File: src/rtl/sram_bist.sv
// Write/read-back self-test for one asynchronous 32-bit SRAM bank; reports pass/fail and first bad word.
// Define SRAM_BIST_INV_PASS_EN to add a second pass using the inverted pattern.
module sram_bist #(
    parameter int ADDR_W      = 20,
    parameter int WAIT_CYCLES = 2
) (
    input  logic              clk,
    input  logic              rst_n,
    input  logic              start,
    output logic [ADDR_W-1:0] ram_addr,
    output logic              ram_ce_n,
    output logic              ram_oe_n,
    output logic              ram_we_n,
    output logic [31:0]       ram_data_o,
    output logic              ram_data_oe,
    input  logic [31:0]       ram_data_i,
    output logic              busy,
    output logic              done,
    output logic              pass,
    output logic [ADDR_W-1:0] fail_addr,
    output logic [31:0]       fail_data
);

    typedef enum logic [2:0] {
        IDLE, WR_SETUP, WR_PULSE, WR_HOLD, TURN, RD_ACCESS, DONE
    } state_t;

    localparam int CNT_W = $clog2(WAIT_CYCLES + 2);
    localparam logic [CNT_W-1:0] PULSE_LAST = CNT_W'(WAIT_CYCLES - 1);
    localparam logic [CNT_W-1:0] RD_LAST    = CNT_W'(WAIT_CYCLES);
    localparam logic [ADDR_W-1:0] LAST_ADDR = '1;

    state_t            state_reg;
    logic [CNT_W-1:0]  cnt_reg;
    logic [ADDR_W-1:0] addr_next;
    logic [31:0]       pat_mask;
    logic [31:0]       exp_word;

    function automatic logic [31:0] pattern(input logic [ADDR_W-1:0] a);
        return 32'(a) ^ 32'hA5A5_A5A5;
    endfunction

`ifdef SRAM_BIST_INV_PASS_EN
    logic inv_reg;      // second (inverted) pass in progress
    logic turn_wr_reg;  // next TURN leads into writes rather than reads
    assign pat_mask = {32{inv_reg}};
`else
    assign pat_mask = 32'h0;
`endif

    assign addr_next = ram_addr + ADDR_W'(1);
    assign exp_word  = pattern(ram_addr) ^ pat_mask;

    always_ff @(posedge clk) begin
        if (!rst_n) begin
            state_reg   <= IDLE;
            cnt_reg     <= '0;
            ram_addr    <= '0;
            ram_ce_n    <= 1'b1;
            ram_oe_n    <= 1'b1;
            ram_we_n    <= 1'b1;
            ram_data_o  <= '0;
            ram_data_oe <= 1'b0;
            busy        <= 1'b0;
            done        <= 1'b0;
            pass        <= 1'b0;
            fail_addr   <= '0;
            fail_data   <= '0;
`ifdef SRAM_BIST_INV_PASS_EN
            inv_reg     <= 1'b0;
            turn_wr_reg <= 1'b0;
`endif
        end else begin
            case (state_reg)
                IDLE, DONE: begin
                    if (start) begin
                        state_reg   <= WR_SETUP;
                        busy        <= 1'b1;
                        done        <= 1'b0;
                        pass        <= 1'b0;
                        fail_addr   <= '0;
                        fail_data   <= '0;
                        ram_ce_n    <= 1'b0;
                        ram_oe_n    <= 1'b1;
                        ram_we_n    <= 1'b1;
                        ram_addr    <= '0;
                        ram_data_oe <= 1'b1;
                        ram_data_o  <= pattern('0);
`ifdef SRAM_BIST_INV_PASS_EN
                        inv_reg     <= 1'b0;
                        turn_wr_reg <= 1'b0;
`endif
                    end
                end
                WR_SETUP: begin
                    state_reg <= WR_PULSE;
                    ram_we_n  <= 1'b0;
                    cnt_reg   <= '0;
                end
                WR_PULSE: begin
                    if (cnt_reg == PULSE_LAST) begin
                        state_reg <= WR_HOLD;
                        ram_we_n  <= 1'b1;
                    end else begin
                        cnt_reg <= cnt_reg + CNT_W'(1);
                    end
                end
                WR_HOLD: begin
                    if (ram_addr == LAST_ADDR) begin
                        state_reg   <= TURN;
                        ram_addr    <= '0;
                        ram_data_oe <= 1'b0;
                    end else begin
                        state_reg  <= WR_SETUP;
                        ram_addr   <= addr_next;
                        ram_data_o <= pattern(addr_next) ^ pat_mask;
                    end
                end
                TURN: begin
`ifdef SRAM_BIST_INV_PASS_EN
                    if (turn_wr_reg) begin
                        state_reg   <= WR_SETUP;
                        turn_wr_reg <= 1'b0;
                        ram_data_oe <= 1'b1;
                        ram_data_o  <= ~pattern('0);
                    end else begin
                        state_reg <= RD_ACCESS;
                        ram_oe_n  <= 1'b0;
                        cnt_reg   <= '0;
                    end
`else
                    state_reg <= RD_ACCESS;
                    ram_oe_n  <= 1'b0;
                    cnt_reg   <= '0;
`endif
                end
                RD_ACCESS: begin
                    if (cnt_reg != RD_LAST) begin
                        cnt_reg <= cnt_reg + CNT_W'(1);
                    end else if (ram_data_i != exp_word) begin
                        fail_addr <= ram_addr;
                        fail_data <= ram_data_i;
                        pass      <= 1'b0;
                        state_reg <= DONE;
                        busy      <= 1'b0;
                        done      <= 1'b1;
                        ram_ce_n  <= 1'b1;
                        ram_oe_n  <= 1'b1;
                    end else if (ram_addr != LAST_ADDR) begin
                        ram_addr <= addr_next;
                        cnt_reg  <= '0;
`ifdef SRAM_BIST_INV_PASS_EN
                    end else if (!inv_reg) begin
                        inv_reg     <= 1'b1;
                        turn_wr_reg <= 1'b1;
                        ram_addr    <= '0;
                        ram_oe_n    <= 1'b1;
                        state_reg   <= TURN;
`endif
                    end else begin
                        pass      <= 1'b1;
                        state_reg <= DONE;
                        busy      <= 1'b0;
                        done      <= 1'b1;
                        ram_ce_n  <= 1'b1;
                        ram_oe_n  <= 1'b1;
                    end
                end
                default: state_reg <= IDLE;
            endcase
        end
    end

endmodule

File: config.mk
export PLATFORM = sky130hd
export DESIGN_NAME = sram_bist
export DESIGN_NICKNAME = d
export VERILOG_FILES = /design/src/rtl/sram_bist.sv
export SDC_FILE = /design/constraint.sdc
export NUM_CORES = 1
export LEC_CHECK = 0
export ABC_AREA = 1
export CORE_ASPECT_RATIO = 1.4
export CORE_MARGIN = 2
export CORE_UTILIZATION = 40
export CTS_CLUSTER_DIAMETER = 100
export CTS_CLUSTER_SIZE = 16
export DETAILED_ROUTE_END_ITERATION = 8
export PLACE_DENSITY = 0.71
export SLEW_MARGIN = 20
export SYNTH_ARGS = -nofsm -noshare
export SYNTH_HDL_FRONTEND = slang
export SYNTH_SLANG_ARGS = --single-unit
File: constraint.sdc
create_clock -name clk -period 1.8 [get_ports clk]
set_clock_uncertainty 0.15 [all_clocks]
set_input_delay 0.36 -clock clk [delete_from_list [all_inputs] [get_ports clk]]
set_output_delay 0.36 -clock clk [all_outputs]
set_load 0.1 [all_outputs]
# Yosys cells after proc, flatten, opt, wreduce, memory -nomap -nowiden
# Index checks and enable logic that the tools add are counted.
classes:
  addsub: 2
  eq_ne: 23
  muxes: 46
  n_bitwise: 2
  reduce_logical: 18
ops:
  columns: ["op", "count"]
  rows:
  - ["$mux W32", 5]
  - ["$mux W20", 7]
  - ["$pmux W32 S2", 2]
  - ["$pmux W20 S3", 1]
  - ["$pmux W20 S2", 1]
  - ["$ne A32 B32 Y1", 1]
  - ["$not A10 Y16", 2]
  - ["$add A20 B1 Y20 const B", 1]
  - ["$eq A20 B20 Y1 const B", 1]
  - ["$ne A2 B2 Y1 const B", 10]
  - ["$ne A20 B20 Y1 const B", 1]
  - ["$reduce_and A4 Y1", 5]
  - ["$mux W3", 6]
  - ["$pmux W3 S6", 1]
  - ["$mux W1", 12]
  - ["$reduce_bool A3 Y1", 4]
  - ["$eq A3 B3 Y1 const B", 3]
  - ["$ne A3 B3 Y1 const B", 3]
  - ["$reduce_and A3 Y1", 3]
  - ["$mux W2", 4]
  - ["$pmux W1 S2", 4]
  - ["$eq A3 B2 Y1 const B", 2]
  - ["$pmux W1 S3", 2]
  - ["$pmux W2 S3", 1]
  - ["other kinds (7)", 9]
totals:
  reg_bits: 116
  out_inout_bits: 111
  wordCells: 104

# Depth between registers and ports, before layout
logic_depth:
  ltp_word: 5
  mapped_depth: 14

# Least setup slack after synthesis
# OpenSTA, ideal clock, no wires.
synth_path:
  path_type: "flip-flop to flip-flop"
  start: "register ram_addr[1]"
  end: "register ram_data_o[16]"
  arrival_ps: 2546
  required_ps: 1519
  setup_slack_ps: -1027
  path_stages_with_launch: 12
  path_buffers: 1
  path_cell_list: "dfxtp_1 ha_1 nand3_2 nor2_4 nand2_2 nor2_2 nand3_2 inv_1 a21oi_1 buf_2 o21ai_0 a21oi_1"
synth_between:
  elab_chain_len: 4
synth_lines:
  columns: ["element", "line_no", "rtl"]
  rows:
  - ["start: declaration", "10", "output logic [ADDR_W-1:0] ram_addr,"]
  - ["start signal: assignment", "115", "ram_addr <= addr_next;"]
  - ["start signal: assignment", "150", "ram_addr <= addr_next;"]
  - ["$add A20 B1 Y20", "51", "assign addr_next = ram_addr + ADDR_W'(1);"]
  - ["$not A10 Y16 (no line)", null, null]
  - ["$mux W32", "109", "if (ram_addr == LAST_ADDR) begin"]
  - ["$pmux W32 S2", "74", "case (state_reg)"]
  - ["end signal: assignment", "88", "ram_data_o <= pattern('0);"]
  - ["end signal: assignment", "116", "ram_data_o <= pattern(addr_next) ^ pat_mask;"]
  - ["end: declaration", "14", "output logic [31:0] ram_data_o,"]
# Parallel ways exist; a longest one is shown, timed or not. The select of a mux whose other input is x is not followed.
# A chain may end at the register's enable or synchronous reset.

# Worst setup path in the final report
layout_path:
  start: "register ram_addr[0]"
  end: "register ram_data_o[14]"
layout_between:
  elab_chain_len: 3
layout_lines:
  columns: ["element", "line_no"]
  rows:
  - ["$add A20 B1 Y20 / $eq A20 B20 Y1 (equally long branches)", "51, 109"]
  - ["$mux W32 / $ne A2 B2 Y1 (equally long branches)", null]
  - ["$pmux W32 S2 / $reduce_and A3 Y1 (equally long branches)", null]
# Parallel ways exist; a longest one is shown, timed or not. The select of a mux whose other input is x is not followed.

==> metrics.md <==
| Metric | Value |
|---|---|
| Outcome | finished with violations |
| Failing checks | negative setup slack |
| Register area share after synthesis | 39.5% |
| Leakage power of the design | 4.19 nW |
| Final WL | roughly 23 mm |
| Reg with most FFs | fail_data |
| Min Hold Slack | 181 ps |
| Unrepaired setup endpoints after global routing | true |
| Seq pwr share | 22.3% |
| Worst-Skew Late Latency | between 300 and 400 ps |
| Yosys warning total | 0 |
| CTS clk-pin slew, worst paths | 70 ps |
| Most common cell after layout, fill and taps aside | nand2_1 |
| Clock power share | about 15% |
| Cell taking the most area after synthesis | dfxtp_1 |
| Type of origin of the critical path | register |
| Setup crit end | ram_data_o[14]$_SDFFE_PN0P_ |
| Cells after synthesis | between 700 and 800 |
| Final nets | 1079 |
| Layout Area Growth over Synthesis | 91.5% |
| GPL Wtd Cong | 1.04 |
| I/O Buffers | 139 |
| Max reg flops | 32 |
| Share of layout cells above drive strength 1 | 43.3% |
| Synth async-reset ratio | 0% |
| # setup viols final | 104 |
| CTS Buf Count | 9 |
| Register bit total from synthesis | 105 |
| Rows | ~50 |
| Metal3 WL | 1.80 mm |
| Post-synth top area share | 39.5% |
| Die ar. | roughly 0.014 mm^2 |
| Crit path from | ram_addr[0]$_SDFFE_PN0P_ |
| Global Route Usage Sum | 29.5% |
| Largest net degree at the start of global routing | 35 |
| Initial antenna violation count | 0 |
| Top post-synthesis cells by area | dfxtp_1 40%, nand2_1 19%, a21oi_1 10% |
| CTS tree | yes |
| Type of the worst setup path | reg -> reg |
| Slowest cell delay on critical path | 390 ps |
| Height of the die | 140 um |
| Critical Path AT | roughly 2200 ps |
| Worst vdd ir | 0.00170 V |
| Post-Layout Cell Count | 1221 |
| Hold depth | 3 |
| Mapped cell area | 0.00532 mm^2 |
| Syn avg cell area | 6.79 um^2 |
| Number of vias per cell | about 5.4 |
| Detailed Route Iter0 Violations | 684 |
| MaxCap Viol Count | 0 |
| First-pass GRT wire length | between 30 and 40 mm |
| DR pass1 iterations | 5 |
| Tot Pwr | about 0.013 W |
| CP Max Fanout | 5 |
| Combinational power share | 62.4% |
| Wire per inst | 19.0 um |
| Via count | roughly 6600 |
| Top Ports | approximately 150 |
| Post-synth EDFFs | 0 |
| Reg2Reg Depth | 12 |
| Most frequent cells in the layout | 222 x nand2_1, 119 x buf_12, 107 x buf_4 |
| Grt ovf | 0 |
| Slowest cell on crit path | dfxtp_4 |
| Top FF cell, synth | dfxtp_1 |
| Critical path cell sequence | ha_4 > nand3_4 > nor2_4 > nand2_2 > nor2_4 > nand3_4 > inv_4 > a21oi_4 > buf_12 > clkinvlp_4 > nand2_1 > a21oi_1 |
| Min-Delay Path Class | in -> reg |
| Distinct cell type count after synthesis | 39 |
| FF-to-FF Start | ram_addr[0]$_SDFFE_PN0P_ |
| M1 WL | 7.92 mm |
| Routed met2 length | ~12 mm |
| Worst path required time | 1920 ps |
| CTS Buffer Depth | 2 |
| Placed instance count | 1158 |
| Crit end category | register |
| Setup TNS | -18800 ps |
| Highest metal used | met4 |
| Core ar. | 0.0129 mm^2 |
| CTS root buf | clkbuf_16 |
| Number of global-route vias before repair | 6408 |
| Final worst slack | -270 ps |
| Top Registers | fail_data (32), ram_data_o (21) |
| Internal | 0.00696 W |
| CTS Sinks | 105 |
| Switching share of power | 46.4% |
| Diodes inserted | 0 |
| Post-DP HPWL | 14.2 mm |
| Starting density of the core | 41.1% |
| Final Hold Vio Count | 0 |
| Die width | 101 um |
| Worst R2R End | ram_data_o[14]$_SDFFE_PN0P_ |
| Sw Pwr | 0.00603 W |
| Routed Antenna Nets | 0 |
| Power Density | 1280 mW/mm^2 |
| Max Clock Freq | 483 MHz |
| Final Cycle Share | 115% |
| Drt drc | 0 |
| Slew Viols, Final | 0 |
| R2R setup slack | -270 ps |
| Core Util, Final | around 80% |
| Post-cts hold buffer count | 0 |
| H-tree levels | 3 |
| Shortest period the worst path allows | 2070 ps |
## cells by family (layout without fill, tap and decap cells)
| family | after synthesis | count (layout) | synth area share, % |
|---|---|---|---|
| other cells | 1 | 6 | 0.0705 |
| buf+inv | 113 | 367 | 10.6 |
| fa+ha+maj | 6 | 6 | 1.55 |
| xor+xnor | 18 | 18 | 2.96 |
| compound gates | 132 | 133 | 12.9 |
| simple gates | 408 | 408 | 32.4 |
| flops | 105 | 105 | 39.5 |
## per-layer routing
layer / up-vias / global-route usage, %
met5: - / 0
met4: 0 / 20.0
met3: 133 / 5.09
met2: 415 / 51.4
met1: 3043 / 31.9
li1: 2997 / -
## cell type report
class / count / area [um^2]
clock inverter: 1 / 7.51
multi-input combinational: 571 / 3290
timing repair buffer: 291 / 3960
inverter: 59 / 241
sequential: 105 / 2180
fill: 737 / 2750
tap: 178 / 223
clock buffer: 15 / 289
timing repair inverter: 1 / 7.51
## how the worst min path moves through the flow
| stage | from | to | slack [ps] |
|---|---|---|---|
| 6_report | ram_data_i[18] | fail_data[18]$_SDFFE_PN0P_ | 180 |
| 5_1_grt | ram_data_i[18] | fail_data[18]$_SDFFE_PN0P_ | 210 |
| 4_1_cts | ram_data_i[21] | fail_data[21]$_SDFFE_PN0P_ | 260 |
| 3_5_place_dp | fail_data[26]$_SDFFE_PN0P_ | fail_data[26]$_SDFFE_PN0P_ | 340 |
| 3_3_place_gp | fail_addr[15]$_SDFFE_PN0P_ | fail_addr[15]$_SDFFE_PN0P_ | 330 |
| 2_1_floorplan | ram_data_i[25] | fail_data[25]$_SDFFE_PN0P_ | 360 |
## cell usage after synthesis, types with 9 or more instances
master / instances
inv_1: 50
nor2_1: 56
buf_4: 15
clkbuf_1: 13
nand2_1: 270
xor2_1: 12
o21ai_0: 16
a21oi_1: 108
nand3_1: 48
dfxtp_1: 105
nand4_1: 9
buf_2: 13
## worst max-delay path, delay by kind of cell (launching register included)
family | cells | cell delay, ps
buf+inv | 3 | 350
fa+ha+maj | 1 | 150
simple gates | 6 | 680
flops | 1 | 390
compound gates | 2 | 260
## through the flow
step                worst slack, ps  instance area [um^2]
detailed placement             -666                  8700
finish                         -270                 10200
floorplan                      -276                  5520
CTS                            -184                  9710
global route                   -327                 10200
global placement               -635                  8700
## power by group through the flow
stage | clock, W | sequential [W] | combinational (W)
2_1_floorplan | 0 | 0.00421 | 0.00252
3_3_place_gp | 0 | 0.00290 | 0.00595
3_5_place_dp | 0 | 0.00291 | 0.00599
4_1_cts | 0.00200 | 0.00288 | 0.00734
5_1_grt | 0.00208 | 0.00292 | 0.00834
6_report | 0.00199 | 0.00289 | 0.00811
## repair_timing
item,in CTS,in global routing
gates cloned,8,4
endpoints found under the setup margin,104,104
resized for setup,150,92
pin swaps,29,28
setup buffers,27,14
Power figures use the tool's default switching activity.
